File: config.mk
export PLATFORM = sky130hd
export DESIGN_NAME = fas_vec_pipe
export DESIGN_NICKNAME = d
export VERILOG_FILES = /design/src/rtl/adders_pkg.sv /design/src/rtl/fas_chunk_cla.sv /design/src/rtl/fas_vec_pipe.sv
export SDC_FILE = /design/constraint.sdc
export NUM_CORES = 1
export LEC_CHECK = 0
export ABC_AREA = 1
export CORE_UTILIZATION = 50
export CTS_BUF_LIST = sky130_fd_sc_hd__clkbuf_8
export CTS_CLUSTER_DIAMETER = 120
export DETAILED_ROUTE_END_ITERATION = 6
export PLACE_DENSITY = 0.7
export SYNTH_ARGS = -nofsm -noshare
export SYNTH_HDL_FRONTEND = slang
export SYNTH_SLANG_ARGS = --single-unit
File: constraint.sdc
create_clock -name clk -period 8.46 [get_ports clk]
set_input_delay 1.269 -clock clk [delete_from_list [all_inputs] [get_ports clk]]
set_output_delay 1.269 -clock clk [all_outputs]
set_load 0.01 [all_outputs]
File: src/rtl/adders_pkg.sv
`default_nettype none
// ============================================================================
//  Module      : adders_pkg
//  Description : Shared types, helpers and constants for the fas_vec_* adder
//                family.
//  Revision    : 1.0 - initial release
// ============================================================================
package adders_pkg;

    typedef enum logic {
        OP_ADD = 1'b0,
        OP_SUB = 1'b1
    } op_e;

    // Signed limits at the widest supported width; narrower users take the
    // top WIDTH bits, which keeps the sign pattern intact.
    localparam int          C_SAT_W    = 64;
    localparam logic [63:0] C_SAT_SMAX = {1'b0, {63{1'b1}}};
    localparam logic [63:0] C_SAT_SMIN = {1'b1, {63{1'b0}}};

    function automatic int chunk_w(input int width, input int stages);
        return (stages > 0) ? (width / stages) : width;
    endfunction

endpackage
`default_nettype wire

File: src/rtl/fas_chunk_cla.sv
`default_nettype none
// ============================================================================
//  Module      : fas_chunk_cla
//  Description : CW-bit combinational generate/propagate adder for one chunk;
//                also exposes the carry into the chunk MSB for overflow.
//  Revision    : 1.0 - initial release
// ============================================================================
module fas_chunk_cla #(
    parameter int CW = 8
) (
    input  logic [CW-1:0] a,
    input  logic [CW-1:0] b,
    input  logic          cin,
    output logic [CW-1:0] z,
    output logic          cout,
    output logic          c_msb
);

    logic [CW-1:0] w_g;
    logic [CW-1:0] w_p;
    logic [CW:0]   w_c;

    assign w_g = a & b;
    assign w_p = a ^ b;

    always_comb begin
        w_c    = '0;
        w_c[0] = cin;
        for (int i = 0; i < CW; i++) begin
            w_c[i+1] = w_g[i] | (w_p[i] & w_c[i]);
        end
    end

    assign z     = w_p ^ w_c[CW-1:0];
    assign cout  = w_c[CW];
    assign c_msb = w_c[CW-1];

endmodule
`default_nettype wire

File: src/rtl/fas_vec_pipe.sv
`default_nettype none
// ============================================================================
//  Module      : fas_vec_pipe
//  Description : Pipelined WIDTH-bit add/subtract, one CW-bit chunk per stage,
//                valid/ready with bubble collapsing. Optional saturation is
//                enabled by defining FAS_VEC_PIPE_SAT_EN.
//  Revision    : 1.0 - initial release
// ============================================================================
module fas_vec_pipe
    import adders_pkg::*;
#(
    parameter int WIDTH  = 32,
    parameter int STAGES = 4
) (
    input  logic             clk,
    input  logic             rst_n,
    input  logic             in_valid,
    output logic             in_ready,
    input  logic [WIDTH-1:0] a,
    input  logic [WIDTH-1:0] b,
    input  logic             cin,
    input  logic             add_nsub,
    output logic             out_valid,
    input  logic             out_ready,
    output logic [WIDTH-1:0] z,
    output logic             cout,
    output logic             ovf
);

    localparam int CW   = chunk_w(WIDTH, STAGES);
    localparam int LAST = STAGES - 1;

    if ((STAGES < 1) || (STAGES > WIDTH) || ((WIDTH % STAGES) != 0)) begin : g_param_err
        $error("fas_vec_pipe: WIDTH must be divisible by STAGES, 1 <= STAGES <= WIDTH");
    end

    logic [STAGES-1:0] r_v;
    logic [WIDTH-1:0]  r_a    [STAGES];
    logic [WIDTH-1:0]  r_b    [STAGES];
    logic [WIDTH-1:0]  r_z    [STAGES];
    logic              r_c    [STAGES];
    logic              r_cmsb [STAGES];
    op_e               r_op   [STAGES];

    logic              w_load    [STAGES];
    logic              w_src_v   [STAGES];
    logic [WIDTH-1:0]  w_src_a   [STAGES];
    logic [WIDTH-1:0]  w_src_b   [STAGES];
    logic [WIDTH-1:0]  w_src_z   [STAGES];
    logic              w_src_c   [STAGES];
    op_e               w_src_op  [STAGES];
    logic [CW-1:0]     w_chunk_z [STAGES];
    logic [WIDTH-1:0]  w_nxt_z   [STAGES];
    logic              w_nxt_c   [STAGES];
    logic              w_nxt_cmsb[STAGES];

    for (genvar s = 0; s < STAGES; s++) begin : g_stage
        // A stage can take new content if it or any stage downstream of it
        // has a hole, or the output is being drained this cycle.
        assign w_load[s] = out_ready || !(&r_v[LAST:s]);

        if (s == 0) begin : g_head
            assign w_src_v[s]  = in_valid;
            assign w_src_a[s]  = a;
            assign w_src_b[s]  = b ^ {WIDTH{add_nsub}};
            assign w_src_z[s]  = '0;
            assign w_src_c[s]  = cin ^ add_nsub;
            assign w_src_op[s] = op_e'(add_nsub);
        end else begin : g_body
            assign w_src_v[s]  = r_v[s-1];
            assign w_src_a[s]  = r_a[s-1];
            assign w_src_b[s]  = r_b[s-1];
            assign w_src_z[s]  = r_z[s-1];
            assign w_src_c[s]  = r_c[s-1];
            assign w_src_op[s] = r_op[s-1];
        end

        fas_chunk_cla #(
            .CW (CW)
        ) u_cla (
            .a     (w_src_a[s][s*CW +: CW]),
            .b     (w_src_b[s][s*CW +: CW]),
            .cin   (w_src_c[s]),
            .z     (w_chunk_z[s]),
            .cout  (w_nxt_c[s]),
            .c_msb (w_nxt_cmsb[s])
        );

        always_comb begin
            w_nxt_z[s]            = w_src_z[s];
            w_nxt_z[s][s*CW +: CW] = w_chunk_z[s];
        end
    end

    always_ff @(posedge clk or negedge rst_n) begin
        if (!rst_n) begin
            r_v <= '0;
            for (int s = 0; s < STAGES; s++) begin
                r_a[s]    <= '0;
                r_b[s]    <= '0;
                r_z[s]    <= '0;
                r_c[s]    <= 1'b0;
                r_cmsb[s] <= 1'b0;
                r_op[s]   <= OP_ADD;
            end
        end else begin
            for (int s = 0; s < STAGES; s++) begin
                if (w_load[s]) begin
                    r_v[s]    <= w_src_v[s];
                    r_a[s]    <= w_src_a[s];
                    r_b[s]    <= w_src_b[s];
                    r_z[s]    <= w_nxt_z[s];
                    r_c[s]    <= w_nxt_c[s];
                    r_cmsb[s] <= w_nxt_cmsb[s];
                    r_op[s]   <= w_src_op[s];
                end
            end
        end
    end

    assign in_ready  = rst_n && w_load[0];
    assign out_valid = r_v[LAST];
    assign cout      = r_c[LAST] ^ (r_op[LAST] == OP_SUB);
    assign ovf       = r_cmsb[LAST] ^ r_c[LAST];

`ifdef FAS_VEC_PIPE_SAT_EN
    if (WIDTH > C_SAT_W) begin : g_sat_err
        $error("fas_vec_pipe: saturation supports WIDTH up to 64");
    end

    localparam logic [WIDTH-1:0] C_SMAX = C_SAT_SMAX[C_SAT_W-1 -: WIDTH];
    localparam logic [WIDTH-1:0] C_SMIN = C_SAT_SMIN[C_SAT_W-1 -: WIDTH];

    // The first operand's sign tells which limit was overrun.
    assign z = ovf ? (r_a[LAST][WIDTH-1] ? C_SMIN : C_SMAX) : r_z[LAST];
`else
    assign z = r_z[LAST];
`endif

endmodule
`default_nettype wire

After elaboration in Yosys (flattened, before gate mapping)

Cells that the tools add are included.
W data, S select, Z words.

Reductions and logical operators: 12
Bitwise logic cells: 80

Operators with widths:

| kind                | number |
|---|---|
| $xor A8 B8 Y8       | 8 |
| $and A1 B1 Y1       | 32 |
| $and A8 B8 Y8       | 4 |
| $or A1 B1 Y1        | 32 |
| $xor A32 B32 Y32    | 1 |
| $logic_not A1 Y1    | 4 |
| $logic_or A1 B1 Y1  | 4 |
| $reduce_and A4 Y1   | 1 |
| $reduce_and A3 Y1   | 1 |
| $xor A1 B1 Y1       | 3 |
| $reduce_and A2 Y1   | 1 |
| $logic_and A1 B1 Y1 | 1 |

Output and inout bits: 36
Flip-flop bits (word level): 285

Depth between registers and ports, before layout

Depth in word-level cells: 18
Depth in mapped cells: 14
Depth with buffers taken out: 14

Cells and area by module

A second synthesis with hierarchy kept.

Cells, all modules: 1033
Area total of the unflattened synthesis: 8887.3 um^2

Modules (own cells, without submodules):

| module        | times used | area each (um^2) | cells each | sequential area each (um^2) |
|---|---|---|---|---|
| fas_vec_pipe  | 1          | 8096.5           | 961        | 4729.5 |
| fas_chunk_cla | 4          | 197.7            | 18         | 0.0 |

Worst setup path before layout

No wires, ideal clock.

Path type: input port to flip-flop
Start point: input add_nsub
End point: register r_z[103] (netlist name)
Setup time: 117 ps
Slack: 3077 ps
Arrival: 5266 ps
Stages: 14
Path through: buf_2 -> buf_2 -> xnor2_1 -> fa_1 -> fa_1 -> fa_1 -> fa_1 -> fa_1 -> fa_1 -> fa_1 -> inv_1 -> fa_1 -> nand2_1 -> nand2_1

Cells in the longest elaborated chain, start to end: 17

RTL lines:

| item                            | RTL line            | source |
|---|---|---|
| from (decl)                     | fas_vec_pipe.sv:22  | `input logic add_nsub,` |
| $xor A32 B32 Y32                | fas_vec_pipe.sv:65  | `assign w_src_b[s] = b ^ {WIDTH{add_nsub}};` |
| $xor A8 B8 Y8                   | fas_chunk_cla.sv:24 | `assign w_p = a ^ b;` |
| $and A1 B1 Y1                   | fas_chunk_cla.sv:30 | `w_c[i+1] = w_g[i] \| (w_p[i] & w_c[i]);` |
| $or A1 B1 Y1                    | fas_chunk_cla.sv:30 |  |
| $and A1 B1 Y1                   | fas_chunk_cla.sv:30 |  |
| $or A1 B1 Y1                    | fas_chunk_cla.sv:30 |  |
| $and A1 B1 Y1                   | fas_chunk_cla.sv:30 |  |
| $or A1 B1 Y1                    | fas_chunk_cla.sv:30 |  |
| (+2 left out)                   | -                   |  |
| $and A1 B1 Y1                   | fas_chunk_cla.sv:30 |  |
| $or A1 B1 Y1                    | fas_chunk_cla.sv:30 |  |
| $and A1 B1 Y1                   | fas_chunk_cla.sv:30 |  |
| $or A1 B1 Y1                    | fas_chunk_cla.sv:30 |  |
| $and A1 B1 Y1                   | fas_chunk_cla.sv:30 |  |
| $or A1 B1 Y1                    | fas_chunk_cla.sv:30 |  |
| $xor A8 B8 Y8 *                 | fas_chunk_cla.sv:34 | `assign z = w_p ^ w_c[CW-1:0];` |
| via g_stage[0].u_cla.z[7]       | fas_chunk_cla.sv:14 | `output logic [CW-1:0] z,` |
| to (signal, indexed assignment) | fas_vec_pipe.sv:112 | `r_z[s] <= w_nxt_z[s];` |
| to (decl)                       | fas_vec_pipe.sv:40  | `logic [WIDTH-1:0] r_z [STAGES];` |

Mark *: on every way through the listed nets, which the timed path passes. The rest lies on a longest branch.
A chain may end at the register's enable or synchronous reset.

Worst setup path after layout

Ends and elaborated chain as after synthesis.

==> results by group <==
Run status
  • Outcome: complete, no violations

Routing
  • Drt initial violations: 505
  • Total Wirelength: between 15 and 20 mm
  • Routed Antenna Nets: 0
  • Met2 Routed Length: between 7 and 8 mm
  • Routed WL per cell: about 13 um
  • # DRC: 0
  • Met3 wire length: 591 um
  • Mean number of vias per cell: ~4.8
  • Routed length on met1: approximately 8.6 mm
  • Highest metal used: met4
  • Vias: about 6300
  • First-pass detailed-route iteration total: 5

STA
  • Fin Hold WS: 0.462 ns
  • Final hold viol count: 0
  • Worst-margin pin slew: roughly 1.2 ns
  • Fmax: 181 MHz
  • Final cycle utilization of the critical path: between 60 and 70%
  • Setup TNS Final: 0 ns
  • Slew margin rel.: between 20% and 30%
  • Fin. max-slew vios: 0
  • Final setup violation count: 0
  • Worst clock skew: around 0.011 ns
  • Unrepaired setup endpoints after global routing: no
  • Minimum clock period: between 5 and 6 ns

Clock network
  • Hold-fix buffers at CTS: 0
  • H-tree Lvls: 4
  • Post-CTS sizing: 0
  • Worst-path clk slew: around 0.08 ns
  • Skew-Pair Late Insertion Delay: around 0.47 ns
  • Bufs on Longest Clock Path: 2
  • Number of CTS-inserted buffers: 17
  • Root Buffer: clkbuf_8
  • Post-CTS Setup Inserts: 0
  • Clock sinks: roughly 190
  • TritonCTS clock tree: built

Worst setup path
  • CP cell instances: clkdlybuf4s50_1, buf_4, xnor2_1, fa_1, fa_1, fa_1, fa_1, fa_1, fa_1, fa_1, inv_1, fa_1, nand2_1, nand2_1
  • Worst EP required: just under 9 ns
  • Cell depth of the worst setup path: 14
  • Type of origin of the critical path: input port
  • Reg2reg path depth: 14
  • Crit path largest cell delay: 0.45 ns
  • Reg2reg setup slack: ~4.6 ns
  • Crit Path Max Fanout: 35
  • CP most frequent cell: fa_1
  • Worst path bufs/invs: 3
  • WS Path Type: input port to register
  • Kind of end point of the critical path: register
  • Kind of cell adding the most delay to the critical path: adder cells
  • CP max-delay cell: clkdlybuf4s50_1
  • Arrival @ worst endpoint: 5.88 ns

Logic synthesis
  • Post-synthesis simple-gate area fraction: ~28%
  • Complex-gate fraction of the synthesized area: less than 1%
  • Synth Area in XOR/XNOR: under 10%
  • Synth Net Count: about 1100
  • YS warnings: 0
  • Largest family of logic cells by synthesized area: simple AND/OR/NAND/NOR gates
  • Cells after synthesis: slightly above 1000
  • Yosys cell types: 20
  • Synth Area in Adders: around 7.2%
  • Mux cell area share after synthesis: 0%
  • Sequential area share after synthesis: between 50% and 60%
  • Mean post-synth cell area: between 8 and 9 um2
  • Synth Cell Area: 8850 um2
  • Register bit total from synthesis: 189

Placement
  • RD Place Congestion: between 0.7 and 0.8
  • DP Wirelength: approximately 11 mm
  • Count of input and output buffers: about 110
  • Dpl cell area: about 10000 um2
  • DP Cell Count: 1271

Layout
  • Diode count: 0
  • Layout Cells excl Fill: 1303
  • Fillers: ~1600
  • Most frequent cells in the layout: 470 x nand2_1, 189 x dfrtp_1, 141 x nand3_1
  • Final instance area: 10100 um2
  • Register Area: ~4700 um2
  • Final net count: between 1000 and 1500
  • Area of the multi-input gates: ~3300 um2
  • Commonest non-fill, non-tap cell in the layout: nand2_1
  • Finished Core Util: 58.4%
  • Ratio of cells with drive above 1 in the final layout: 4.08%
  • Area Growth Syn to Fin: 14.2%

Power and ir drop
  • Power Density: ~260 nW/um2
  • Leakage power: between 5 and 6 nW
  • Worst vdd ir: roughly 0.13 mV

Worst hold path
  • WHS Path Cells: 2
  • Class of the worst hold path: register to register

Floorplanning
  • Starting Density: between 50% and 60%
  • Ports: between 100 and 150
  • Core box area: about 17000 um2
  • Die area: ~18000 um2
  • Site Rows: 48
  • Die height: ~140 um
  • Die X: roughly 140 um

Flow run
  • # Max-Cap Violations: 0

GRT
  • Vias in the first global route: 6037
  • Global route overflow: 0
  • GRT Util Overall: between 20% and 30%
  • Largest net degree at the start of global routing: just under 90
  • First-pass GRT wire length: 29.6 mm
  • Initial antenna violation count: 0
-- layout make-up --
class                           count  share of cell area (%)
Clock inverter                     11                    1.00
Sequential cell                   189                    46.8
Inverter                           70                    2.60
Clock buffer                       21                    2.86
Timing Repair Buffer              115                    11.2
Multi-Input combinational cell    672                    32.8
Tap cell                          225                    2.79
-- worst reg2reg max path, delay by kind of cell, from the launching register on --
| family | cells | cell delay (ns) |
|---|---|---|
| fa+ha+maj | 8 | 2.88 |
| flops | 1 | 0.40 |
| buf+inv | 4 | 0.35 |
| simple gates | 2 | 0.14 |
-- per-layer routing --
metal,vias up,track usage [%]
met3,18,3.57
met1,2963,31.3
met2,133,31.0
met4,0,5.99
li1,3180,-
met5,-,0
-- power by group --
group / internal [mW] / leakage [nW] / switching, mW
Clock: 0.287 / 0.218 / 0.294
Combinational: 0.333 / 2.87 / 0.381
Sequential: 1.14 / 2.29 / 0.143
-- state kept, by name, summed over array words and instances, names as in the netlist --
register,count
r_a,48
r_b,48
r_c,4
r_cmsb,1
r_op,4
r_v,4
r_z,48
z,32
-- logic make-up after synthesis --
kind of cell             Yosys count
XOR/XNOR                          11
AND/OR/NAND/NOR                  618
flip-flops                       189
buffers and inverters            162
adder cells (fa/ha/maj)           32
AO/OA/AOI/OAI                     11
-- cells in the mapped netlist --
library cell	n	area share, %
nor2_8	1	0.23
or2_2	1	0.071
fa_1	32	7.2
buf_4	42	3.6
nand2_1	470	20
xnor2_1	8	0.79
o21ai_0	7	0.40
nand2_2	2	0.14
inv_2	2	0.085
nand3_1	141	8.0
buf_2	28	1.6
dfrtp_1	189	53
xor2_1	3	0.30
nor2_1	3	0.13
buf_6	1	0.13
a21oi_1	3	0.17
buf_1	2	0.085
inv_1	68	2.9
clkbuf_1	19	0.81
a21boi_0	1	0.085
-- per-stage QoR --
step	power (mW)	worst slack, ns
2_1_floorplan	1.79	3.08
3_3_place_gp	2.01	2.53
3_5_place_dp	2.03	2.43
4_1_cts	2.61	2.93
5_1_grt	2.77	2.73
6_report	2.58	2.94
-- path summary, 6_finish.rpt --
| path | from | endpoint |
|---|---|---|
| min | r_v[0] | r_v[1] |
| max in group asynchronous | rst_n | r_z[33] |
| min in group asynchronous | rst_n | z[14] |
| max | add_nsub | r_z[103] |
| min reg2reg | r_v[0] | r_v[1] |
| max reg2reg | r_c[3] | r_z[79] |
No activity file was read; power rests on OpenSTA's default activity.
